**config.mk**
```make
export PLATFORM = sky130hd
export DESIGN_NAME = spi1_target
export DESIGN_NICKNAME = d
export VERILOG_FILES = /design/src/rtl/spi1_pkg.sv /design/src/rtl/spi1_shifter.sv /design/src/rtl/spi1_target.sv
export SDC_FILE = /design/constraint.sdc
export NUM_CORES = 1
export LEC_CHECK = 0
export CAP_MARGIN = 5
export CORE_ASPECT_RATIO = 1.75
export CORE_UTILIZATION = 61
export DETAILED_ROUTE_END_ITERATION = 8
export GPL_ROUTABILITY_DRIVEN = 0
export HOLD_SLACK_MARGIN = 0.05
export PLACE_DENSITY = 0.85
export SLEW_MARGIN = 20
export SYNTH_ARGS = -nofsm -noshare
export SYNTH_HDL_FRONTEND = slang
export SYNTH_HIERARCHICAL = 1
export SYNTH_SLANG_ARGS = --single-unit
```
**constraint.sdc**
```tcl
create_clock -name clk_i -period 5.44 [get_ports clk_i]
set_input_delay 0.816 -clock clk_i [delete_from_list [all_inputs] [get_ports clk_i]]
set_output_delay 0.816 -clock clk_i [all_outputs]
set_load 0.01 [all_outputs]
```
**src/rtl/spi1_pkg.sv**
```systemverilog
// ---------------------------------------------------------------------------
// spi1_pkg
// Shared definitions for the SPI1 target link: bus widths, the command opcode
// enum, the frame length for each opcode and the bus FSM state type.
// No ports (package).
// ---------------------------------------------------------------------------
package spi1_pkg;

    localparam int ADDR_WIDTH = 17;
    localparam int DATA_WIDTH = 8;

    // Command byte bits [7:6]; bit 0 selects read, bit 1 selects pointer-relative
    typedef enum logic [1:0] {
        OP_WRITE_AT   = 2'b00,
        OP_READ_AT    = 2'b01,
        OP_WRITE_NEXT = 2'b10,
        OP_READ_NEXT  = 2'b11
    } op_e;

    // Total frame length in bytes, command byte included
    localparam logic [2:0] LEN_WRITE_AT   = 3'd4;
    localparam logic [2:0] LEN_READ_AT    = 3'd3;
    localparam logic [2:0] LEN_WRITE_NEXT = 3'd2;
    localparam logic [2:0] LEN_READ_NEXT  = 3'd1;

    typedef enum logic {
        ST_IDLE,
        ST_REQ
    } state_e;

    function automatic logic [2:0] frame_len(input op_e op);
        case (op)
            OP_WRITE_AT:   return LEN_WRITE_AT;
            OP_READ_AT:    return LEN_READ_AT;
            OP_WRITE_NEXT: return LEN_WRITE_NEXT;
            default:       return LEN_READ_NEXT;
        endcase
    endfunction

    function automatic logic op_is_read(input op_e op);
        return op[0];
    endfunction

endpackage

```
**src/rtl/spi1_shifter.sv**
```systemverilog
// ---------------------------------------------------------------------------
// spi1_shifter
// SPI mode 0 bit engine: synchronizes SCK/CS_N/SDI into the system clock,
// detects SCK and CS edges, assembles MSB-first bytes and shifts out a byte
// loaded at the start of each frame.
// Ports:
//   i_clk, i_rst_n      system clock, async active-low reset
//   i_sck, i_cs_n, i_sdi raw SPI pins (asynchronous)
//   i_loadData          byte presented on MISO during the first byte of a frame
//   o_sdo               MISO data
//   o_csActive          synchronized chip select is asserted
//   o_csFall, o_csRise  one-cycle strobes on synchronized CS edges
//   o_byteValid/o_byte  one-cycle strobe with each completed received byte
//   o_midByte           a byte is partially received (bit count nonzero)
// ---------------------------------------------------------------------------
module spi1_shifter (
    input  logic       i_clk,
    input  logic       i_rst_n,
    input  logic       i_sck,
    input  logic       i_cs_n,
    input  logic       i_sdi,
    input  logic [7:0] i_loadData,
    output logic       o_sdo,
    output logic       o_csActive,
    output logic       o_csFall,
    output logic       o_csRise,
    output logic       o_byteValid,
    output logic [7:0] o_byte,
    output logic       o_midByte
);

    logic [1:0] r_sckSync;
    logic [1:0] r_csSync;
    logic [1:0] r_sdiSync;
    logic       r_sckPrev;
    logic       r_csPrev;
    logic [2:0] r_bitCnt;
    logic [6:0] r_shIn;
    logic [7:0] r_shOut;
    logic       r_sdo;
    logic       r_byteValid;
    logic [7:0] r_byte;

    logic w_sckRise;
    logic w_sckFall;

    // SCK edges only count while the synchronized chip select is asserted
    assign w_sckRise = r_sckSync[1] & ~r_sckPrev & ~r_csSync[1];
    assign w_sckFall = ~r_sckSync[1] & r_sckPrev & ~r_csSync[1];

    assign o_csFall    = ~r_csSync[1] & r_csPrev;
    assign o_csRise    = r_csSync[1] & ~r_csPrev;
    assign o_csActive  = ~r_csSync[1];
    assign o_sdo       = r_sdo;
    assign o_byteValid = r_byteValid;
    assign o_byte      = r_byte;
    assign o_midByte   = (r_bitCnt != 3'd0);

    // Synchronizers plus the shift engine. A CS falling edge restarts the
    // bit count and puts the MSB of the load byte on MISO before the first
    // SCK rise; each SCK fall then advances MISO by one bit.
    always_ff @(posedge i_clk or negedge i_rst_n) begin
        if (!i_rst_n) begin
            r_sckSync   <= 2'b00;
            r_csSync    <= 2'b11;
            r_sdiSync   <= 2'b00;
            r_sckPrev   <= 1'b0;
            r_csPrev    <= 1'b1;
            r_bitCnt    <= 3'd0;
            r_shIn      <= 7'd0;
            r_shOut     <= 8'd0;
            r_sdo       <= 1'b0;
            r_byteValid <= 1'b0;
            r_byte      <= 8'd0;
        end else begin
            r_sckSync   <= {r_sckSync[0], i_sck};
            r_csSync    <= {r_csSync[0], i_cs_n};
            r_sdiSync   <= {r_sdiSync[0], i_sdi};
            r_sckPrev   <= r_sckSync[1];
            r_csPrev    <= r_csSync[1];
            r_byteValid <= 1'b0;
            if (o_csFall) begin
                r_bitCnt <= 3'd0;
                r_shOut  <= i_loadData;
                r_sdo    <= i_loadData[7];
            end else if (o_csRise) begin
                r_sdo <= 1'b0;
            end else begin
                if (w_sckRise) begin
                    r_shIn   <= {r_shIn[5:0], r_sdiSync[1]};
                    r_bitCnt <= r_bitCnt + 3'd1;
                    if (r_bitCnt == 3'd7) begin
                        r_byteValid <= 1'b1;
                        r_byte      <= {r_shIn, r_sdiSync[1]};
                    end
                end
                if (w_sckFall) begin
                    r_shOut <= {r_shOut[6:0], 1'b0};
                    r_sdo   <= r_shOut[6];
                end
            end
        end
    end

endmodule

```
**src/rtl/spi1_target.sv**
```systemverilog
// ---------------------------------------------------------------------------
// spi1_target
// SPI1 responder for the MCU register/memory link. Decodes command frames,
// keeps a 17-bit address pointer and issues one bus read or write per frame
// to the arbiter. The latest read byte is returned on MISO in the next frame.
// Optional build macro SPI1_TARGET_FRAME_CHECK_EN adds frame_err_o and
// err_count_o for reporting malformed frames.
// Ports:
//   clk_i, reset_ni               system clock, async active-low reset
//   spi_sck_i/cs_ni/sdi_i         SPI pins from the MCU
//   spi_sdo_o, spi_sdo_oe         MISO and its output enable
//   spi_ready_no                  high while a transaction is pending
//   bus_req_o/ack_i/rw_no         arbiter handshake, rw_no 1 = read
//   bus_addr_o, bus_data_o        address and write data
//   bus_data_i                    read data, valid with bus_ack_i
//   frame_err_o, err_count_o      (macro only) error strobe and saturating count
// ---------------------------------------------------------------------------
module spi1_target
    import spi1_pkg::*;
#(
    parameter int CLK_MHZ = 64,
    parameter int SPI_MHZ = 4
) (
    input  logic                  clk_i,
    input  logic                  reset_ni,
    input  logic                  spi_sck_i,
    input  logic                  spi_cs_ni,
    input  logic                  spi_sdi_i,
    output logic                  spi_sdo_o,
    output logic                  spi_sdo_oe,
    output logic                  spi_ready_no,
    output logic                  bus_req_o,
    input  logic                  bus_ack_i,
    output logic                  bus_rw_no,
    output logic [ADDR_WIDTH-1:0] bus_addr_o,
    output logic [DATA_WIDTH-1:0] bus_data_o,
    input  logic [DATA_WIDTH-1:0] bus_data_i
`ifdef SPI1_TARGET_FRAME_CHECK_EN
    ,
    output logic                  frame_err_o,
    output logic [7:0]            err_count_o
`endif
);

    // The synchronizers and edge detector need several system clocks per SCK half period
    generate
        if (CLK_MHZ < 8 * SPI_MHZ) begin : g_clkCheck
            $error("spi1_target: CLK_MHZ must be at least 8*SPI_MHZ");
        end
    endgenerate

    logic                  w_csActive;
    logic                  w_csFall;
    logic                  w_csRise;
    logic                  w_byteValid;
    logic [7:0]            w_byte;
    logic                  w_midByte;
    op_e                   w_op;
    logic                  w_final;
    logic [ADDR_WIDTH-1:0] w_addr;

    logic [DATA_WIDTH-1:0] r_rdData;
    logic [ADDR_WIDTH-1:0] r_ptr;
    logic [1:0]            r_byteIdx;
    logic                  r_done;
    op_e                   r_op;
    logic                  r_a16;
    logic [7:0]            r_addrHi;
    logic [7:0]            r_addrLo;
    state_e                r_state;

    spi1_shifter u_shifter (
        .i_clk       (clk_i),
        .i_rst_n     (reset_ni),
        .i_sck       (spi_sck_i),
        .i_cs_n      (spi_cs_ni),
        .i_sdi       (spi_sdi_i),
        .i_loadData  (r_rdData),
        .o_sdo       (spi_sdo_o),
        .o_csActive  (w_csActive),
        .o_csFall    (w_csFall),
        .o_csRise    (w_csRise),
        .o_byteValid (w_byteValid),
        .o_byte      (w_byte),
        .o_midByte   (w_midByte)
    );

    assign spi_sdo_oe = w_csActive;

    // The opcode is taken straight from the incoming byte while it is the
    // command byte, so single-byte READ_NEXT frames dispatch without waiting.
    // READ_AT finishes on addr_lo, which has not been registered yet.
    always_comb begin
        w_op    = (r_byteIdx == 2'd0) ? op_e'(w_byte[7:6]) : r_op;
        w_final = w_byteValid & ~r_done &
                  (({1'b0, r_byteIdx} + 3'd1) == frame_len(w_op));
        if (w_op[1]) begin
            w_addr = r_ptr + 17'd1;
        end else if (w_op == OP_READ_AT) begin
            w_addr = {r_a16, r_addrHi, w_byte};
        end else begin
            w_addr = {r_a16, r_addrHi, r_addrLo};
        end
    end

    // Frame decoder: tracks the byte index within the current frame and
    // stops accepting bytes once the final byte has been seen.
    always_ff @(posedge clk_i or negedge reset_ni) begin
        if (!reset_ni) begin
            r_byteIdx <= 2'd0;
            r_done    <= 1'b0;
            r_op      <= OP_WRITE_AT;
            r_a16     <= 1'b0;
            r_addrHi  <= 8'd0;
            r_addrLo  <= 8'd0;
        end else if (w_csFall) begin
            r_byteIdx <= 2'd0;
            r_done    <= 1'b0;
        end else if (w_byteValid && !r_done) begin
            case (r_byteIdx)
                2'd0: begin
                    r_op  <= w_op;
                    r_a16 <= w_byte[0];
                end
                2'd1:    r_addrHi <= w_byte;
                2'd2:    r_addrLo <= w_byte;
                default: ;
            endcase
            if (w_final) begin
                r_done <= 1'b1;
            end else begin
                r_byteIdx <= r_byteIdx + 2'd1;
            end
        end
    end

    // Bus FSM. Dispatch latches the transaction and raises spi_ready_no;
    // bus_req_o follows one cycle later and holds until the arbiter acks.
    // A final byte arriving while in REQ is dropped.
    always_ff @(posedge clk_i or negedge reset_ni) begin
        if (!reset_ni) begin
            r_state      <= ST_IDLE;
            spi_ready_no <= 1'b0;
            bus_req_o    <= 1'b0;
            bus_rw_no    <= 1'b1;
            bus_addr_o   <= '0;
            bus_data_o   <= '0;
            r_ptr        <= '0;
            r_rdData     <= '0;
        end else begin
            case (r_state)
                ST_IDLE: begin
                    if (w_final) begin
                        bus_addr_o   <= w_addr;
                        r_ptr        <= w_addr;
                        bus_rw_no    <= op_is_read(w_op);
                        if (!op_is_read(w_op)) begin
                            bus_data_o <= w_byte;
                        end
                        spi_ready_no <= 1'b1;
                        r_state      <= ST_REQ;
                    end
                end
                ST_REQ: begin
                    if (!bus_req_o) begin
                        bus_req_o <= 1'b1;
                    end else if (bus_ack_i) begin
                        if (bus_rw_no) begin
                            r_rdData <= bus_data_i;
                        end
                        bus_req_o    <= 1'b0;
                        spi_ready_no <= 1'b0;
                        r_state      <= ST_IDLE;
                    end
                end
                default: r_state <= ST_IDLE;
            endcase
        end
    end

`ifdef SPI1_TARGET_FRAME_CHECK_EN
    // A frame is malformed if CS rises mid-byte or after some but not all
    // of its bytes; the counter saturates rather than wrapping.
    always_ff @(posedge clk_i or negedge reset_ni) begin
        if (!reset_ni) begin
            frame_err_o <= 1'b0;
            err_count_o <= 8'd0;
        end else begin
            frame_err_o <= 1'b0;
            if (w_csRise && (w_midByte || (r_byteIdx != 2'd0 && !r_done))) begin
                frame_err_o <= 1'b1;
                if (err_count_o != 8'hFF) begin
                    err_count_o <= err_count_o + 8'd1;
                end
            end
        end
    end
`endif

endmodule

```
==> Word-level counts from Yosys, hierarchy flattened <==
Cells that the tools add are included.
{ "classes": {"add_sub_neg": 4, "eq_ne": 11, "mux": 30, "n_bitwise": 17, "reduce_logical": 22} }
{ "op_table": {"columns": ["operator", "n"], "rows": [
  ["$mux 7", 3],
  ["$reduce_and 3->1", 6],
  ["$add 17x1->17 const B", 1],
  ["$mux 17", 1],
  ["$mux 1", 15],
  ["$reduce_and 2->1", 5],
  ["$mux 3", 3],
  ["$not 1->1", 9],
  ["$pmux 3 s3", 1],
  ["$and 1x1->1", 8],
  ["$mux 2", 4],
  ["$mux 8", 1],
  ["$reduce_and 4->1", 2],
  ["$reduce_bool 2->1", 4],
  ["$ne 2x2->1 const B", 3],
  ["$eq 2x1->1 const B", 2],
  ["$eq 2x2->1 const B", 2],
  ["$logic_not 2->1", 2],
  ["$ne 2x1->1 const B", 2],
  ["$pmux 1 s2", 2],
  ["$add 2x1->3 const B", 1],
  ["$add 3x1->3 const B", 1],
  ["$eq 3x3->1", 1],
  ["$eq 3x3->1 const B", 1],
  ["other kinds (4)", 4]
]} }
{ "totals": {"reg_bits": 94, "input_bits": 14, "out_inout_bits": 30, "elab_cells": 108} }

==> Depth between registers and ports, before layout <==
Gate-level depths: netlist of the first run.
{ "depth": {"ltp_word": 9, "ltp_mapped": 14, "ltp_nobuf": 10} }

==> Modules after synthesis <==
The synthesis of the first run kept the hierarchy.
{ "modules_own_cells": {"columns": ["mod", "n_inst", "cells_per_inst", "area_per_inst_um2"], "rows": [
  ["spi1_target", 1, 271, 2974.1],
  ["spi1_shifter", 1, 100, 1460.2]
]} }

==> Worst setup path before layout of the first run <==
Ideal clock, no wire load.
{ "synth_path": {"kind": "register to register", "from": "register r_byteIdx[0]", "to": "register r_ptr[0]", "setup_time_ns": 0.124, "t_arrival_ns": 3.232, "path_slack_ns": 2.084, "stages_incl_launch_ff": 14, "path_buffers": 4, "cell_sequence": "dfrtp_1 -> buf_2 -> inv_1 -> ha_1 -> clkbuf_1 -> mux2_2 -> inv_2 -> clkbuf_1 -> ha_1 -> xor2_1 -> nor3b_4 -> nand3_4 -> buf_2 -> a211o_1"} }
{ "synth_via": {"elab_chain_cells": 7} }
{ "synth_rtl": {"columns": ["item", "line_no", "rtl"], "rows": [
  ["start: declaration", "spi1_target.sv:64", "logic [1:0] r_byteIdx;"],
  ["start signal: assignment", "spi1_target.sv:132", "r_byteIdx <= r_byteIdx + 2'd1;"],
  ["$logic_not 2->1", "spi1_target.sv:94", "w_op = (r_byteIdx == 2'd0) ? op_e'(w_byte[7:6]) : r_op;"],
  ["$mux 2", "spi1_target.sv:94", null],
  ["$eq 2x2->1, or another cell as far along", "spi1_pkg.sv:32", "case (op)"],
  ["$pmux 3 s3", "spi1_pkg.sv:32", null],
  ["$eq 3x3->1", "spi1_target.sv:96", "(({1'b0, r_byteIdx} + 3'd1) == frame_len(w_op));"],
  ["$and 1x1->1", "spi1_target.sv:95", "w_final = w_byteValid & ~r_done &"],
  ["$reduce_and 2->1 (no line)", null, null],
  ["end signal: assignment", "spi1_target.sv:155", "r_ptr <= w_addr;"],
  ["end: declaration", "spi1_target.sv:63", "logic [ADDR_WIDTH-1:0] r_ptr;"]
]} }
Parallel ways exist; a longest one is shown, timed or not.
A chain may end at the register's enable or synchronous reset.

==> Worst setup path in the final report of the first run <==
{ "layout_path": {"from": "register r_byteIdx[0]", "to": "register r_ptr[5]"} }
Same word-level chain as after synthesis.

==> results of run 1 <==
[final timing paths]
path                                                   from  depth (start not counted)                               end
max in group asynchronous                          reset_ni                          2               r_op[1]$_DFFE_PN0P_
max                                r_byteIdx[0]$_DFFE_PN0P_                         10              r_ptr[5]$_DFFE_PN0P_
max reg2reg                        r_byteIdx[0]$_DFFE_PN0P_                         10              r_ptr[5]$_DFFE_PN0P_
min                        u_shifter/r_sdiSync[0]$_DFF_PN0_                          0  u_shifter/r_sdiSync[1]$_DFF_PN0_
min in group asynchronous                          reset_ni                          1         bus_data_o[3]$_DFFE_PN0P_
min reg2reg                u_shifter/r_sdiSync[0]$_DFF_PN0_                          0  u_shifter/r_sdiSync[1]$_DFF_PN0_
[power breakdown]
part,switching [W],internal (W)
registers,0.0000197,0.000725
clock network,0.000261,0.000404
logic,0.0000363,0.0000381
[layout by cell type, fill, tap and decap left out, drive strengths merged, types with 11 or more instances in the layout]
master          n
nand3          11
ha             12
nor2           24
o21ai          16
inv            15
mux2           65
nand2          17
dfrtp          90
a21oi          21
clkdlybuf4s50  42
o22a           11
[registers in the layout, indices dropped and copies added (netlist names), 2 cells and up]
signal	count
r_rdData	8
u_shifter/r_sckSync	2
r_byteIdx	2
bus_data_o	8
u_shifter/r_bitCnt	3
u_shifter/r_shIn	7
r_addrHi	8
u_shifter/r_sdiSync	2
r_addrLo	8
u_shifter/r_shOut	7
u_shifter/o_byte	8
r_op	2
u_shifter/r_csSync	2
r_ptr	17
[stage by stage]
step / hold WS (ns) / utilization (%) / instances / worst slack, ns / power, W
CTS: 0.358 / 74.9 / 497 / 1.60 / 0.00150
detailed placement: 0.338 / 70.3 / 481 / 1.66 / 0.000832
floorplan: 0.331 / - / 370 / 2.08 / 0.000788
global route: 0.359 / 74.9 / 497 / 1.27 / 0.00153
global placement: 0.335 / 70.3 / 481 / 1.84 / 0.000827
finish: 0.356 / 74.9 / 497 / 1.52 / 0.00148
[layout make-up]
class	instances	area [um^2]
flip-flops and latches	94	2360
multi-input cells	245	1940
fillers	470	1740
repair buffers	44	435
clock buffers	9	225
well taps	84	105
clock inverters	7	96.3
inverters	14	52.6
[worst reg2reg max path: stages, from the launching register on]
cell and delay (ns):
dfrtp_1 0.57, inv_1 0.13, ha_1 0.30, mux2_2 0.60
inv_2 0.29, ha_1 0.42, xor2_1 0.31, nor3b_4 0.36
nand3_4 0.37, o21ai_1 0.31, o21ai_1 0.11
[per-layer routing]
metal  GRT usage, %  part of all wire (%)  routed length (um)
met1           29.0                    39                3440
met4           12.8                   2.6                 234
met2           45.4                    55                4840
met5              0                     0                   0
met3           5.28                   3.8                 336
==> insert_results.sql, run 1 <==
INSERT INTO impl_metrics (metric_group, metric, value, unit) VALUES
('setup_path', 'critical_path.cell_chain', 'inv_1 -> ha_1 -> mux2_2 -> inv_2 -> ha_1 -> xor2_1 -> nor3b_4 -> nand3_4 -> o21ai_1 -> o21ai_1', ''),
('sta', 'maxSlewViolCount', '0', ''),
('clock_network', 'cts_made_buffers', '9', ''),
('clock_network', 'post_cts.resized_instances', '0', ''),
('sta', 'setup_viol', '0', ''),
('worst_hold_path', 'hold_path_class', 'reg2reg', ''),
('sta', 'grt_setup_unrepaired', 'false', ''),
('finish', 'design.final.nets', '434', ''),
('setup_path', 'critical_path.top_delay_family', 'simple AND/OR/NAND/NOR gates', ''),
('finish', 'post_route_cells_drive_above_1_share', '23.7', '%'),
('power', 'vdd_ir_drop_max', '0.000312', 'V'),
('logic_synthesis', 'mappedNetlistArea', '4430', 'um^2'),
('finish', 'synthToLayoutAreaGrowth', '17.7', '%'),
('clock_network', 'clkLatencyLatePin', '0.34', 'ns'),
('drt', 'vias', '3065', ''),
('setup_path', 'max_stage_delay_cell_worst_path', 'mux2_2', ''),
('sta', 'setup_total_negative_slack', '0', 'ns'),
('logic_synthesis', 'synthesis.nets', '396', ''),
('grt', 'grt_pass1_vias', '3090', ''),
('sta', 'maxSlewHeadroom', '40.3', '%'),
('logic_synthesis', 'avgSynthCellArea', '12.0', 'um^2'),
('sta', 'period_needed', '3.92', 'ns'),
('finish', 'area_of_all_placed_cells_without_fillers', '5210', 'um^2'),
('logic_synthesis', 'syn_inst', '370', ''),
('grt', 'grt_max_degree', '70', ''),
('floorplanning', 'initial_core_util', '63.7', '%'),
('sta', 'clock_skew', '0.00789', 'ns'),
('clock_network', 'htree_num_levels', '3', ''),
('sta', 'tightest_slew', '0.896', 'ns'),
('drt', 'tritonroute_pass_1_iters', '7', ''),
('sta', 'fin_crit_sh', '72.0', '%'),
('setup_path', 'critical_path.startpoint_type', 'register', ''),
('floorplanning', 'dieHeight', '115', 'um'),
('place', 'port_buffers', '43', ''),
('run', 'maxCapViolations', '0', ''),
('grt', 'antenna_found_initial', '0', ''),
('grt', 'grt-ovfl-total', '0', ''),
('drt', 'initialDrtViolationCount', '270', ''),
('setup_path', 'crit_path_largest_cell_delay', '0.60', 'ns'),
('clock_network', 'cts_sinks', '94', ''),
('drt', 'routed_wl', '8850', 'um'),
('floorplanning', 'floorplan.die.width', '66.4', 'um'),
('sta', 'report.final.hold_viol_count', '0', ''),
('place', 'placed_area', '4890', 'um^2'),
('clock_network', 'cts_hold_repair.buffers', '0', ''),
('outcome', 'outcome', 'complete, no violations', ''),
('floorplanning', 'fp-row-count', '40', ''),
('floorplanning', 'die_area', '7620', 'um^2'),
('clock_network', 'tritoncts_clock_tree', 'built', ''),
('clock_network', 'postCtsSetupRepairBufs', '0', ''),
('logic_synthesis', 'yosys_warnings', '6', ''),
('setup_path', 'timing.setup.critical_path_class', 'reg2reg', ''),
('drt', 'remaining_drc_errors', '0', ''),
('setup_path', 'worst_ep_arrival', '4.13', 'ns'),
('place', 'post-dp-hpwl', '5960', 'um'),
('clock_network', 'cts_max_path_buffers', '2', ''),
('clock_network', 'clk_transition_reported_paths', '0.06', 'ns'),
('setup_path', 'setup.worst_path.end_class', 'register', ''),
('setup_path', 'crit_buf_inv', '2', ''),
('floorplanning', 'design.core.area', '6960', 'um^2'),
('sta', 'max_freq', '0.255', 'GHz'),
('setup_path', 'critical_path_required', '5.65', 'ns'),
('grt', 'grt.total_usage', '25.8', '%'),
('finish', 'diodes', '0', ''),
('grt', 'grt_pass1_wl', '14600', 'um'),
('power', 'pd_cells', '285', 'nW/um^2'),
('power', 'cellLeakagePower', '2.41', 'nW'),
('drt', 'drt-wirelength-per-cell', '17.8', 'um'),
('setup_path', 'critical_path_peak_fanout', '37', ''),
('drt', 'antenna_violating_nets_post_route', '0', ''),
('clock_network', 'clockRootBuffer', 'clkbuf_16', ''),
('drt', 'route.detailed.vias_per_inst', '6.17', ''),
('floorplanning', 'num_io_pins', '44', ''),
('setup_path', 'reg2reg_setup_slack', '1.52', 'ns');
(Power assumes the default switching activity.)
==> run 2: changes to the inputs <==
--- a/config.mk
+++ b/config.mk
@@ -7,11 +7,11 @@
 export LEC_CHECK = 0
 export CAP_MARGIN = 5
 export CORE_ASPECT_RATIO = 1.75
-export CORE_UTILIZATION = 61
+export CORE_UTILIZATION = 57
 export DETAILED_ROUTE_END_ITERATION = 8
 export GPL_ROUTABILITY_DRIVEN = 0
 export HOLD_SLACK_MARGIN = 0.05
-export PLACE_DENSITY = 0.85
+export PLACE_DENSITY = 0.8
 export SLEW_MARGIN = 20
 export SYNTH_ARGS = -nofsm -noshare
 export SYNTH_HDL_FRONTEND = slang
==> constraint.sdc (replaced) <==
create_clock -name clk_i -period 4 [get_ports clk_i]
set_input_delay 0.6 -clock clk_i [delete_from_list [all_inputs] [get_ports clk_i]]
set_output_delay 0.6 -clock clk_i [all_outputs]
set_load 0.01 [all_outputs]
==> insert_results.sql, run 2 (same netlist as run 1, synthesis figures left out) <==
INSERT INTO impl_metrics (metric_group, metric, value, unit) VALUES
('drt', 'vias', '3010', ''),
('finish', 'layout_common_cells', 'dfrtp_1, mux2_2, clkdlybuf4s50_1', ''),
('power', 'pd_cells', '381', 'nW/um^2'),
('sta', 'maxSlewHeadroom', '42.7', '%'),
('setup_path', 'critical_path.cell_chain', 'inv_1 -> ha_1 -> mux2_2 -> inv_2 -> ha_1 -> xor2_1 -> nor3b_4 -> nand3_4 -> a211o_1', ''),
('place', 'placed_area', '4900', 'um^2'),
('power', 'power.switching_fraction', '20.8', '%'),
('sta', 'fin_crit_sh', '88.5', '%'),
('drt', 'antenna_violating_nets_post_route', '0', ''),
('finish', 'filler_cell_count', '547', ''),
('grt', 'grt_max_degree', '68', ''),
('sta', 'grt_setup_unrepaired', 'false', ''),
('place', 'post-dp-hpwl', '5880', 'um'),
('power', 'comb_power_share', '4.9', '%'),
('floorplanning', 'dieHeight', '119', 'um'),
('setup_path', 'timing.setup.critical_path_class', 'reg2reg', ''),
('sta', 'period_needed', '3.54', 'ns'),
('setup_path', 'worst_ep_arrival', '3.77', 'ns'),
('run', 'maxCapViolations', '0', ''),
('drt', 'remaining_drc_errors', '0', ''),
('sta', 'maxSlewViolCount', '0', ''),
('drt', 'initialDrtViolationCount', '137', ''),
('clock_network', 'postCtsSetupRepairBufs', '0', ''),
('sta', 'setup_total_negative_slack', '0', 'ns'),
('drt', 'drt-wirelength-per-cell', '16.6', 'um'),
('clock_network', 'clkLatencyLatePin', '0.34', 'ns'),
('grt', 'grt_pass1_wl', '14200', 'um'),
('floorplanning', 'initial_core_util', '58.5', '%'),
('power', 'power.clock.fraction', '44.1', '%'),
('grt', 'grt-ovfl-total', '0', ''),
('setup_path', 'critical_path.startpoint_type', 'register', ''),
('sta', 'setup_viol', '0', ''),
('power', 'cellInternalPower', '0.00157', 'W'),
('floorplanning', 'num_io_pins', '44', ''),
('finish', 'layout_commonest_cell', 'dfrtp_1', ''),
('clock_network', 'htree_num_levels', '3', ''),
('grt', 'grt.total_usage', '23.7', '%'),
('finish', 'final_core_utilization', '68.9', '%'),
('setup_path', 'max_stage_delay_cell_worst_path', 'mux2_2', ''),
('drt', 'tritonroute_pass_1_iters', '4', ''),
('finish', 'largest_reg_flops', '17', ''),
('floorplanning', 'fp-row-count', '42', ''),
('setup_path', 'critical_path_peak_fanout', '37', ''),
('place', 'port_buffers', '43', ''),
('floorplanning', 'floorplan.die.width', '68.6', 'um'),
('sta', 'clock_skew', '0.00881', 'ns'),
('finish', 'area_of_all_placed_cells_without_fillers', '5220', 'um^2'),
('finish', 'design.final.nets', '435', ''),
('grt', 'antenna_found_initial', '0', ''),
('drt', 'routed_wl', '8330', 'um'),
('outcome', 'outcome', 'complete, no violations', ''),
('sta', 'max_freq', '0.283', 'GHz'),
('power', 'p_sw', '0.000414', 'W'),
('power', 'cellLeakagePower', '2.40', 'nW'),
('finish', 'largest_register', 'r_ptr', ''),
('clock_network', 'clockRootBuffer', 'clkbuf_16', ''),
('setup_path', 'critical_path_required', '4.23', 'ns'),
('clock_network', 'post_cts.resized_instances', '0', ''),
('power', 'vdd_ir_drop_max', '0.000293', 'V'),
('setup_path', 'crit_path_largest_cell_delay', '0.60', 'ns'),
('setup_path', 'critPathMostFrequentCell', 'ha_1', ''),
('finish', 'synthToLayoutAreaGrowth', '17.8', '%'),
('finish', 'post_route_cells_drive_above_1_share', '23.7', '%'),
('clock_network', 'cts_max_path_buffers', '2', ''),
('finish', 'diodes', '0', ''),
('drt', 'route.detailed.vias_per_inst', '6.00', ''),
('setup_path', 'setup.worst_path.end_class', 'register', ''),
('floorplanning', 'design.core.area', '7570', 'um^2'),
('worst_hold_path', 'hold_path_class', 'in2async', ''),
('clock_network', 'clk_transition_reported_paths', '0.06', 'ns'),
('floorplanning', 'die_area', '8140', 'um^2'),
('clock_network', 'cts_hold_repair.buffers', '0', ''),
('clock_network', 'tritoncts_clock_tree', 'built', ''),
('clock_network', 'cts_sinks', '94', ''),
('grt', 'grt_pass1_vias', '3015', ''),
('sta', 'report.final.hold_viol_count', '0', ''),
('clock_network', 'cts_made_buffers', '9', ''),
('power', 'power_frac_seq', '51.0', '%'),
('sta', 'tightest_slew', '0.859', 'ns');
-- run 2: power groups by stage --
| stage | clock (W) | combinational, W | sequential [W] |
|---|---|---|---|
| final | 0.000876 | 0.0000981 | 0.00101 |
| after global routing | 0.000932 | 0.000111 | 0.00102 |
| after CTS | 0.000893 | 0.000101 | 0.00101 |
| after detailed placement | 0 | 0.000100 | 0.00103 |
| after global placement | 0 | 0.0000972 | 0.00103 |
| after floorplan | 0 | 0.0000474 | 0.00102 |
-- run 2: worst paths after layout --
kind | end | startpoint | slack [ns] | cells after the start
min in group clk_i | u_shifter/r_sdiSync[1]$_DFF_PN0_ | u_shifter/r_sdiSync[0]$_DFF_PN0_ | 0.35 | 0
max in group asynchronous | bus_rw_no$_DFFE_PN1P_ | reset_ni | 2.73 | 2
hold reg to reg | u_shifter/r_sdiSync[1]$_DFF_PN0_ | u_shifter/r_sdiSync[0]$_DFF_PN0_ | 0.35 | 0
setup / recovery | r_ptr[0]$_DFFE_PN0P_ | r_byteIdx[0]$_DFFE_PN0P_ | 0.46 | 9
setup reg to reg | r_ptr[0]$_DFFE_PN0P_ | r_byteIdx[0]$_DFFE_PN0P_ | 0.46 | 9
hold / removal | r_addrLo[2]$_DFFE_PN0P_ | reset_ni | 0.35 | 1
-- run 2: routing by layer --
layer / wire length (um) / up-vias / global-route usage (%)
li1: - / 1419 / -
met1: 3270 / 1499 / 27.1
met2: 4530 / 72 / 39.6
met3: 296 / 20 / 6.18
met4: 230 / 0 / 11.2
met5: 0 / - / 0
-- run 2: worst max-delay path: cells and delay by family (launching register included) --
kind | cells | cell delay, ns
AOI/OAI and AO/OA | 1 | 0.40
xor gates and xnor gates | 1 | 0.29
adders and majority gates | 2 | 0.65
buffers and inverters | 2 | 0.18
DFF | 1 | 0.56
muxes | 1 | 0.60
and+or+nand+nor | 2 | 0.73
-- run 2: per-stage QoR --
stage	setup slack [ns]	total power, W	instances	hold WS [ns]
floorplan	0.644	0.00107	370	0.304
global placement	0.644	0.00112	486	0.333
detailed placement	0.488	0.00113	486	0.345
CTS	0.469	0.00201	502	0.358
global route	0.113	0.00206	502	0.364
finish	0.461	0.00199	502	0.352
-- run 2: area by class of cell --
cell class / instances / area, um^2 / share of cell area (%)
Tap cell: 88 / 110 / 2.11
Sequential cell: 94 / 2360 / 45.2
Multi-Input combinational cell: 245 / 1940 / 37.2
Inverter: 14 / 52.6 / 1.01
Clock inverter: 3 / 42.5 / 0.816
Clock buffer: 13 / 270 / 5.18
Timing Repair Buffer: 45 / 443 / 8.49
